$ cat config.mk
export PLATFORM = sky130hd
export DESIGN_NAME = seven_segment_mux
export DESIGN_NICKNAME = d
export VERILOG_FILES = /design/src/rtl/seg7_pkg.sv /design/src/rtl/seg7_decode.sv /design/src/rtl/seven_segment_mux.sv
export SDC_FILE = /design/constraint.sdc
export NUM_CORES = 1
export LEC_CHECK = 0
export BUFFER_PORTS_ARGS = -buffer_cell sky130_fd_sc_hd__buf_2
export CAP_MARGIN = 15
export CORE_UTILIZATION = 55
export CTS_CLUSTER_DIAMETER = 50
export DETAILED_ROUTE_END_ITERATION = 8
export PLACE_DENSITY = 0.77
export SLEW_MARGIN = 20
export SYNTH_ARGS = -nofsm -noshare
export SYNTH_HDL_FRONTEND = slang
export SYNTH_HIERARCHICAL = 1
export SYNTH_SLANG_ARGS = --single-unit
$ cat constraint.sdc
create_clock -name clk_50mhz -period 3.04 [get_ports clk_50mhz]
set_input_delay 0.304 -clock clk_50mhz [delete_from_list [all_inputs] [get_ports clk_50mhz]]
set_output_delay 0.304 -clock clk_50mhz [all_outputs]
set_load 0.005 [all_outputs]
$ cat src/rtl/seg7_pkg.sv
// Shared constants for the multiplexed seven-segment driver.
// Segment patterns are logical (1 = lit), bit order {a,b,c,d,e,f,g}.
package seg7_pkg;

    localparam int SUBTICKS = 16;
    localparam int SEG_W    = 7;

    typedef logic [SEG_W-1:0] seg_t;

    localparam seg_t HEX_TABLE [16] = '{
        7'h7E, 7'h30, 7'h6D, 7'h79,
        7'h33, 7'h5B, 7'h5F, 7'h70,
        7'h7F, 7'h7B, 7'h77, 7'h1F,
        7'h4E, 7'h3D, 7'h4F, 7'h47
    };

endpackage

$ cat src/rtl/seg7_decode.sv
// Nibble to logical segment pattern; a blanked digit lights nothing.
module seg7_decode
    import seg7_pkg::*;
(
    input  logic [3:0] nibble,
    input  logic       blank,
    output seg_t       seg
);

    assign seg = blank ? '0 : HEX_TABLE[nibble];

endmodule

$ cat src/rtl/seven_segment_mux.sv
// N-digit multiplexed seven-segment driver with PWM brightness,
// leading-zero blanking and frame-synchronous value updates.
module seven_segment_mux
    import seg7_pkg::*;
#(
    parameter int N_DIGITS       = 4,
    parameter int DIV            = 3125,
    parameter bit SEG_ACTIVE_LOW = 1'b1,
    parameter bit EN_ACTIVE_LOW  = 1'b1
) (
    input  logic                  clk_50mhz,
    input  logic                  reset,
    input  logic [4*N_DIGITS-1:0] digits,
    input  logic [N_DIGITS-1:0]   dp,
    input  logic                  lz_blank,
    input  logic [3:0]            brightness,
    input  logic                  load,
    output logic                  pending,
    output logic                  frame_done,
    output logic [SEG_W-1:0]      seg,
    output logic                  seg_dp,
    output logic [N_DIGITS-1:0]   dsen
);

    localparam int DIV_W = (DIV > 1) ? $clog2(DIV) : 1;
    localparam int IDX_W = (N_DIGITS > 1) ? $clog2(N_DIGITS) : 1;

    logic [DIV_W-1:0]      div_cnt;
    logic [3:0]            sub;
    logic [IDX_W-1:0]      idx;
    logic [3:0]            bright_lat;

    logic [4*N_DIGITS-1:0] pend_digits;
    logic [N_DIGITS-1:0]   pend_dp;
    logic                  pend_lz;
    logic                  pending_valid;

    logic [4*N_DIGITS-1:0] shadow_digits;
    logic [N_DIGITS-1:0]   shadow_dp;
    logic                  shadow_lz;

    logic                  div_end;
    logic                  slot_end;
    logic                  frame_end;

    logic [N_DIGITS-1:0]   blank_mask;
    logic [3:0]            cur_nibble;
    logic                  cur_blank;
    logic                  cur_dp;
    logic                  en_lit;
    logic [N_DIGITS-1:0]   dsen_lit;
    seg_t                  seg_lit;

    assign div_end   = (div_cnt == DIV_W'(DIV - 1));
    assign slot_end  = div_end && (sub == 4'(SUBTICKS - 1));
    assign frame_end = slot_end && (idx == IDX_W'(N_DIGITS - 1));

    // A digit is blank when it and every digit to its left are zero.
    always_comb begin
        logic upper_zero;
        upper_zero = 1'b1;
        blank_mask = '0;
        for (int i = N_DIGITS - 1; i >= 0; i--) begin
            upper_zero    = upper_zero && (shadow_digits[4*i +: 4] == 4'h0);
            blank_mask[i] = shadow_lz && upper_zero && (i != 0);
        end
    end

    assign cur_nibble = shadow_digits[4*int'(idx) +: 4];
    assign cur_blank  = blank_mask[idx];
    assign cur_dp     = shadow_dp[idx];
    assign en_lit     = (sub != 4'd0) && (sub <= bright_lat);
    assign dsen_lit   = en_lit ? (N_DIGITS'(1) << idx) : '0;

    seg7_decode u_decode (
        .nibble (cur_nibble),
        .blank  (cur_blank),
        .seg    (seg_lit)
    );

    always_ff @(posedge clk_50mhz) begin
        if (!reset) begin
            div_cnt <= '0;
            sub     <= '0;
            idx     <= '0;
        end else if (div_end) begin
            div_cnt <= '0;
            sub     <= sub + 4'd1;
            if (slot_end)
                idx <= frame_end ? '0 : idx + IDX_W'(1);
        end else begin
            div_cnt <= div_cnt + DIV_W'(1);
        end
    end

    always_ff @(posedge clk_50mhz) begin
        if (!reset) begin
            pend_digits   <= '0;
            pend_dp       <= '0;
            pend_lz       <= 1'b0;
            pending_valid <= 1'b0;
            shadow_digits <= '0;
            shadow_dp     <= '0;
            shadow_lz     <= 1'b0;
        end else begin
            if (frame_end && pending_valid) begin
                shadow_digits <= pend_digits;
                shadow_dp     <= pend_dp;
                shadow_lz     <= pend_lz;
                pending_valid <= 1'b0;
            end
            // A load on the boundary wins; it is shown one frame later.
            if (load) begin
                pend_digits   <= digits;
                pend_dp       <= dp;
                pend_lz       <= lz_blank;
                pending_valid <= 1'b1;
            end
        end
    end

    always_ff @(posedge clk_50mhz) begin
        if (!reset) begin
            bright_lat <= '0;
            frame_done <= 1'b0;
            seg        <= {SEG_W{SEG_ACTIVE_LOW}};
            seg_dp     <= SEG_ACTIVE_LOW;
            dsen       <= {N_DIGITS{EN_ACTIVE_LOW}};
        end else begin
            if (sub == 4'd0)
                bright_lat <= brightness;
            frame_done <= frame_end;
            seg        <= seg_lit ^ {SEG_W{SEG_ACTIVE_LOW}};
            seg_dp     <= cur_dp ^ SEG_ACTIVE_LOW;
            dsen       <= dsen_lit ^ {N_DIGITS{EN_ACTIVE_LOW}};
        end
    end

    assign pending = pending_valid;

endmodule

## Word level (Yosys, flattened, before mapping)

Memories as Yosys holds them, arrays and structs flattened.
Cells that the tools add are included.

| operators by class | value |
|---|---|
| reduce and logical (&&, ||, !) cells | 17 |
| order comparisons | 3 |
| bitwise gates (word level) | 5 |
| muxes and demuxes | 11 |
| add/subtract/negate cells | 3 |
| eq/ne operators | 3 |
| shift operators | 2 |

Operators with widths:

| cell | number |
|---|---|
| 7-bit two-way mux | 3 |
| 4-bit logical NOT | 4 |
| 16-bit by 5-bit variable part select with 4-bit output | 1 |
| 12-bit by 1-bit adder with 12-bit output (second input constant) | 1 |
| 12-bit equality test (second input constant) | 1 |
| 1-bit logical AND | 9 |
| 7-bit NOT | 1 |
| 5-bit >= comparator (second input constant) | 1 |
| 4-bit NOT with 5-bit output | 1 |
| 4-bit by 1-bit adder with 4-bit output (second input constant) | 1 |
| 1-bit binary-select mux with 2-bit select | 2 |
| 4-bit equality test (second input constant) | 1 |
| 4-bit <= comparator | 1 |
| 1-bit two-way mux | 4 |
| 4-bit two-way mux | 1 |
| 4-bit NOT | 1 |
| 4-bit nonzero test | 1 |
| 1-bit by 2-bit << shifter with 4-bit output (first input constant) | 1 |
| 2-bit by 3-bit < comparator with 1-bit output (second input constant) | 1 |
| 2-bit by 1-bit adder with 2-bit output (second input constant) | 1 |
| 2-bit equality test (second input constant) | 1 |
| 2-bit two-way mux | 1 |
| 1-bit NOT | 2 |
| 2-bit AND reduction | 1 |
| 2 further kinds | 2 |

| storage, ports and cells | value |
|---|---|
| bits in read-only memories | 112 |
| logic and storage cells | 60 |
| flip-flop bits (word level) | 78 |
| memories | 1 |

Memories:

| memory | depth | width | read ports | clocked after Yosys merged registers in | wr ports | RTL line | RTL |
|---|---|---|---|---|---|---|---|
| (no name shown) | 16 | 7 | 1 | 0 | 0 | seg7_decode.sv:10 | `assign seg = blank ? '0 : HEX_TABLE[nibble];` |

## Logic depth before layout (Yosys ltp)

Gate-level depths: netlist of run 1.

| logic depth | value |
|---|---|
| word-level depth | 8 |
| mapped depth | 8 |
| depth with buffers taken out | 7 |

## Cells and area by module

The synthesis of run 1 kept the hierarchy.

Modules (own cells, without submodules):

| module | times used | cells an instance | area an instance (um^2) |
|---|---|---|---|
| seven_segment_mux | 1 | 341 | 3343.2 |
| seg7_decode | 1 | 36 | 267.8 |

## Worst setup path after synthesis of run 1

No wires, ideal clock.

| timing | value |
|---|---|
| path kind | register to register |
| start | register idx[0] |
| end | register seg[3] |
| arrival | 2205 ps |
| path buffers | 1 |
| clock period less this slack | 2330 ps |
| slack | 710 ps |
| cell stages (with the launch flop) | 9 |
| setup time | 125 ps |
| cell sequence | dfxtp_1 -> clkbuf_1 -> mux4_2 -> inv_1 -> ha_1 -> inv_1 -> mux4_2 -> nor2_1 -> nand2_1 |

| on the way | value |
|---|---|
| longest elaborated chain between the ends | 7 |

Ends and longest elaborated chain:

| item | RTL line | RTL |
|---|---|---|
| start, declared | seven_segment_mux.sv:30 | `logic [IDX_W-1:0] idx;` |
| start signal, assigned | seven_segment_mux.sv:90 | `idx <= frame_end ? '0 : idx + IDX_W'(1);` |
| 16-bit by 5-bit variable part select with 4-bit output | seven_segment_mux.sv:69 | `assign cur_nibble = shadow_digits[4*int'(idx) +: 4];` |
| named net cur_nibble[0] | seven_segment_mux.sv:47 | `logic [3:0] cur_nibble;` |
| 4-bit NOT with 5-bit output (implied by the code) | seg7_decode.sv:10 |  |
| memory read 16 x 7 bit | n/a |  |
| 7-bit two-way mux (implied by the code) (2 in a row) | seg7_decode.sv:10 |  |
| 7-bit two-way mux | seg7_decode.sv:10 |  |
| named net seg_lit[3] | seven_segment_mux.sv:52 | `seg_t seg_lit;` |
| 7-bit NOT (no line) | n/a |  |
| end signal, assigned | seven_segment_mux.sv:126 | `seg <= {SEG_W{SEG_ACTIVE_LOW}};` |
| end signal, assigned | seven_segment_mux.sv:133 | `seg <= seg_lit ^ {SEG_W{SEG_ACTIVE_LOW}};` |
| end, declared | seven_segment_mux.sv:20 | `output logic [SEG_W-1:0] seg,` |

The timed path passes the listed nets, and every way through them passes these cells. The select of a mux whose other input is x is not followed.
A chain may end at the register's enable or synchronous reset.

## Final worst setup path of run 1

Ends and elaborated chain as after synthesis.

==> results of run 1 <==
-- worst max path at each step --
stage               slack, ns  cells after the start  startpoint  endpoint
floorplan                0.71                      8      idx[0]    seg[3]
detailed placement       0.97                      7      idx[0]    seg[3]
finish                   0.96                      7      idx[0]    seg[3]
CTS                      0.95                      7      idx[0]    seg[3]
global route             0.80                      6      idx[0]    seg[4]
global placement         1.04                      7      idx[0]    seg[3]
-- Yosys cell counts (3+ instances only) --
cell       n  area share (%)
dfxtp_1   78              43
nand2_1   70             7.3
mux2i_1   46              13
nor2b_1   24             4.2
nor2_1    22             2.3
ha_1      18             6.2
inv_1     15             1.6
clkbuf_1  13             1.4
nand3_1   10             1.4
nand4_1    8             1.4
mux4_2     6             3.7
o21ai_0    6            0.83
xnor2_1    6             1.5
a211oi_1   5             1.0
nor4_1     5            0.87
xor2_1     5             1.2
a21boi_0   4            0.83
nor3_1     4            0.55
buf_2      3            0.42
-- logic make-up after synthesis --
group | Yosys count | synth area share, %
simple gates | 158 | 22.1
flops | 78 | 43.2
mux | 52 | 16.5
buf+inv | 35 | 4.57
compound gates | 25 | 4.68
fa+ha+maj | 18 | 6.24
xor+xnor | 11 | 2.67
-- where the power goes --
| group | switching [mW] | internal, mW |
|---|---|---|
| logic | 0.0569 | 0.0524 |
| registers | 0.0162 | 1.05 |
| clock network | 0.376 | 0.461 |
-- metrics by stage --
stage | cells | hold WS [ns] | power [mW]
2_1_floorplan | 377 | 0.432 | 1.16
3_3_place_gp | 479 | 0.450 | 1.19
5_1_grt | 495 | 0.203 | 2.09
6_report | 495 | 0.205 | 2.01
3_5_place_dp | 479 | 0.458 | 1.20
4_1_cts | 495 | 0.195 | 2.03
-- final cells by class --
cell class / instances / area (um2)
Clock buffer: 10 / 128
Clock inverter: 6 / 86.3
Fill cell: 528 / 2300
Inverter: 15 / 56.3
Multi-Input combinational cell: 264 / 1880
Sequential cell: 78 / 1560
Tap cell: 77 / 96.3
Timing Repair Buffer: 45 / 235
-- worst max-delay path, cell delays in order, from the launching register on --
cell and delay [ns]:
dfxtp_1 0.44, mux4_2 0.60, inv_1 0.16, ha_1 0.15
inv_1 0.04, mux4_2 0.44, nor2_1 0.10, nand2_1 0.05
-- state kept, by name (all words and copies together), names as in the netlist --
| signal | cells |
|---|---|
| shadow_lz | 1 |
| shadow_dp | 4 |
| div_cnt | 12 |
| pend_digits | 16 |
| idx | 2 |
| frame_done | 1 |
| shadow_digits | 16 |
| pend_lz | 1 |
| seg_dp | 1 |
| dsen | 4 |
| pending | 1 |
| bright_lat | 4 |
| sub | 4 |
| seg | 7 |
| pend_dp | 4 |
-- metal layers --
metal	vias up	share of wire (%)	global-route usage (%)	wire length [um]
met2	52	44	32.4	2870
li1	1353	-	-	-
met3	15	3.6	4.57	235
met1	1213	49	26.1	3190
met4	0	2.6	11.1	170
met5	-	0	0	0
==> run summary, run 1 <==
- 0 ns — setup TNS
- 0 — count of buffers added by post-CTS timing repair for setup
- 3.29 ns — endpoint required time on the critical path
- digits[11] — source of the worst hold timing path
- 0.00595 ns — Clock Skew
- 17.7% — share of layout cells above drive strength 1
- 147 — initial DRC count
- 6890 um2 — Die ar.
- 78 — clock net sink count
- 9.58 um2 — average instance area after synthesis
- 5.32 — vias per cell
- flip-flop — nature of the critical path endpoint
- 0.08 ns — clock-pin slew on the worst setup and hold paths
- 42 — top-level I/O count
- 6.47 mm — final wirelength
- 20.5% — global-route usage over all layers
- 56.9% — Starting Density
- dfxtp_1 — most common cell after layout, fill and taps aside
- no — unrepaired setup endpoints after global routing
- 497 nW/um2 — areal power density over the cells
- 0 — Maximum Capacitance Violations
- primary input to flip-flop — classification of the worst-slack hold path
- 41 — count of input and output buffers
- 0.965 ns — worst setup timing slack at the placement stage
- 5 — highest net fanout along the worst path
- clkbuf_8 — CTS root buf
- pend_digits[11] — hold endpoint
- 3610 um2 — Post-Synthesis Cell Area
- 2.33 ns — data arrival time of the worst path
- 12.1% — area added between synthesis and finish
- 47.0% — Max-slew headroom
- 0.795 ns — Slew @ Worst Pin
- 83.0 um — die outline width
- 0.847 — RePlAce Congestion
- 78 — Synth Register Bits
- 4 — Pre-Repair DR Iteration Count
- 0 — post-detailed-route count of antenna-violating nets
- 459 — net count reported at finish
- 1.60 nW — Lkg Pwr
- 43.2% — fraction of the yosys area taken by sequential cells
- 3 — H-tree Lvls
- 0.957 ns — worst-case setup margin in the final layout
- 0 — residual overflow from global routing
- seg[3] — Crit Reg-Reg Endpoint
- 2 — buffers from clock root to sink, at most
- 53 — pin count of the biggest net entering global routing
- 0 — DRC violations left
- 41 — count of different cell masters after synthesis
- 0 — hold buffer count at cts
- 0 — number of antenna violations at the first check in global routing
- idx[0] — launch point of the worst reg-to-reg path
- 29 — count of standard-cell rows
- 2,537 — via count of the first global-routing pass
- 13.1 um — average wire per standard cell
- flip-flop to flip-flop — Setup Crit Path Kind
- 0 — total count of hold-check failures in the final report
- 6 — number of warnings printed during yosys synthesis
- completed — run status
- 3 — hold depth
- 0 — count of flip-flops with a built-in enable after synthesis
- 0.480 GHz — maximum clock frequency
- 423 — total nets after synthesis
- 9 — clock buffer count from CTS
- 0 — final number of setup-violating endpoints
- 11.4 mm — wire length of the first global-routing pass
- 68.5% — Tcrit/Tclk final
- 83.0 um — Chip Height
- 2.08 ns — post-route minimum period
- 4.51 mm — post-DP HPWL
- dfxtp_1 — predominant post-synthesis flop cell
- 377 — Post-Syn Instances
- 0% — Post-synth ARST share
- 0 — post-cts repair resize count
- 0 — antenna diode count
- dfxtp_1 (78), nand2_1 (70), mux2i_1 (46), buf_2 (41), nor2b_1 (24) — highest-count cells in the layout ignoring fill and taps
- 0.35 ns — clock latency at the later pin of the worst-skew pair
- yes — clock tree from TritonCTS
- 7 — worst reg2reg path depth
- 63.7% — final core occ
- flip-flop — Critical Path Start Type
- 3830 um2 — standard cell area after detailed placement
- 4050 um2 — final std cell area, no fill
- 6350 um2 — area of the core region
- 2,633 — total vias in the final route
- 0 — Max Slew Vio Count
- 0.96 ns — Register-to-Register Setup Slack
- 0.336 mV — largest voltage drop on the vdd net
Note: power is estimated with default switching activity, not from simulation.
==> run 2: changes to the inputs <==
CORE_UTILIZATION = 52   (was 55)
PLACE_DENSITY = 0.76   (was 0.77)
clock period = 1.8 ns   (was 3.04 ns; I/O delays follow)
==> run 2 against run 1 <==
  * Critical path type unchanged
  * Non-clock buffer count increased by 27
  * Clock skew rose by 0.0041 ns
  * The flow now finishes with violations (setup timing)
  * Via count grew 5.2%
  * Die area rose by 5.6%
  * Critical endpoint unchanged
  * Fmax up 3.8%
  * Worst hold slack got worse by 0.12 ns
==> run summary, run 2 (synthesis gave the netlist of run 1 again) <==
- finished, violations left — run status
- setup timing — failing checks
- 2.01 ns — post-route minimum period
- 0 — Maximum Capacitance Violations
- 0.821 — RePlAce Congestion
- seg[3] — Crit Reg-Reg Endpoint
- 4 — Pre-Repair DR Iteration Count
- 85.3 um — Chip Height
- 30 — count of standard-cell rows
- 0.498 GHz — maximum clock frequency
- 5 — worst reg2reg path depth
- 3 — H-tree Lvls
- 2.48 mW — internal power component
- dfxtp_1 (77), nand2_1 (70), mux2i_1 (46), buf_2 (41), buf_4 (24) — highest-count cells in the layout ignoring fill and taps
- 4.71 mm — post-DP HPWL
- dfxtp_1 — most common cell after layout, fill and taps aside
- 4 — highest net fanout along the worst path
- 7280 um2 — Die ar.
- 0.747 mW — power dissipated by switching net loads
- flip-flop — Critical Path Start Type
- 2,570 — via count of the first global-routing pass
- yes — unrepaired setup endpoints after global routing
- 42 — top-level I/O count
- -0.206 ns — worst-case setup margin in the final layout
- 20.1% — global-route usage over all layers
- 561 — filler cell count in the final layout
- 0.459 mV — largest voltage drop on the vdd net
- digits[5] — source of the worst hold timing path
- 0 — post-detailed-route count of antenna-violating nets
- 3.22 mW — Pwr Total
- 24.9% — share of layout cells above drive strength 1
- 0 — Max Slew Vio Count
- 111% — Tcrit/Tclk final
- 23.2% — switching power share of the total
- 7.25 mm — final wirelength
- 0 — number of antenna violations at the first check in global routing
- 53.1% — Max-slew headroom
- 78 — clock net sink count
- 0 — total count of hold-check failures in the final report
- -0.21 ns — Register-to-Register Setup Slack
- 46 — pin count of the biggest net entering global routing
- 3 — hold depth
- 2.05 ns — endpoint required time on the critical path
- 9 — clock buffer count from CTS
- 6760 um2 — area of the core region
- 64.2% — final core occ
- 38.2% — Clock power frac
- 0.08 ns — clock-pin slew on the worst setup and hold paths
- 20.1% — area added between synthesis and finish
- 1.76 nW — Lkg Pwr
- 125 — initial DRC count
- 11.5 mm — wire length of the first global-routing pass
- pend_digits[5] — hold endpoint
- 0.704 ns — Slew @ Worst Pin
- 0 — hold buffer count at cts
- pend_digits: 16 flops, shadow_digits: 16 flops, div_cnt: 12 flops — biggest regs
- 13.8 um — average wire per standard cell
- 487 — net count reported at finish
- flip-flop — nature of the critical path endpoint
- 0.0101 ns — Clock Skew
- 53.4% — Starting Density
- 2 — buffers from clock root to sink, at most
- 41 — count of input and output buffers
- 0 — residual overflow from global routing
- idx[0] — launch point of the worst reg-to-reg path
- primary input to flip-flop — classification of the worst-slack hold path
- 743 nW/um2 — areal power density over the cells
- 0 — DRC violations left
- 2,770 — total vias in the final route
- 0.35 ns — clock latency at the later pin of the worst-skew pair
- 5.27 — vias per cell
- 2.26 ns — data arrival time of the worst path
- flip-flop to flip-flop — Setup Crit Path Kind
- clkbuf_8 — CTS root buf
- 5 — final number of setup-violating endpoints
- 55.7% — Reg power frac
- 85.3 um — die outline width
- 6.1% — proportion of power drawn by combinational gates
- yes — clock tree from TritonCTS
- 0 — antenna diode count
run 2: what timing repair did:
action,4_1_cts,5_1_grt
gates cloned,0,1
pin swaps,2,4
resized for setup,2,11
setup buffers,1,5
setup endpoints to repair,5,7
run 2: cell type report:
class / instances / area [um2] / area share, %
multi-input combinational: 265 / 1940 / 44.6
inverter: 15 / 58.8 / 1.36
clock inverter: 3 / 17.5 / 0.404
timing repair buffer: 72 / 490 / 11.3
clock buffer: 13 / 169 / 3.89
sequential: 78 / 1570 / 36.1
tap: 80 / 100 / 2.31
run 2: power groups by stage:
stage                     Clock [mW]  Sequential [mW]  Combinational, mW
final                           1.23             1.80              0.195
after detailed placement           0             1.84              0.195
after CTS                       1.25             1.79              0.197
after floorplan                    0             1.83              0.125
after global routing            1.34             1.80              0.220
after global placement             0             1.84              0.188
run 2: stage by stage:
stage / instance area, um2 / instances / hold slack, ns / setup WS (ns) / setup TNS (ns)
after floorplan: 3620 / 377 / 0.336 / -0.193 / -0.524
after global placement: 4030 / 503 / 0.435 / -0.0833 / -0.136
after detailed placement: 4030 / 503 / 0.447 / -0.147 / -0.402
after CTS: 4230 / 520 / 0.0722 / -0.137 / -0.281
after global routing: 4340 / 526 / 0.0816 / -0.271 / -1.17
final: 4340 / 526 / 0.0843 / -0.206 / -0.675
run 2: layer usage:
metal  routed length (um)  share of wire [%]  up-vias  track usage (%)
met1                 3540                 49     1289             27.6
met5                    0                  0        -                0
met4                   21               0.29        0             7.42
met3                  277                3.8        4             5.16
met2                 3410                 47       64             30.6
li1                     -                  -     1413                -
run 2: how the worst max path moves through the flow:
stage / startpoint / endpoint / cells past startpoint
after floorplan: idx[0] / seg[3] / 8
after global placement: idx[0] / seg[3] / 5
after detailed placement: idx[0] / seg[3] / 5
after CTS: idx[0] / seg[3] / 7
after global routing: idx[0] / seg[3] / 5
final: idx[0] / seg[3] / 5
run 2: worst max-delay path, stage by stage, from the launching register on:
cell	delay [ns]
dfxtp_4	0.38
mux4_2	0.59
ha_1	0.27
mux4_2	0.50
nor2_1	0.12
nand2_1	0.05
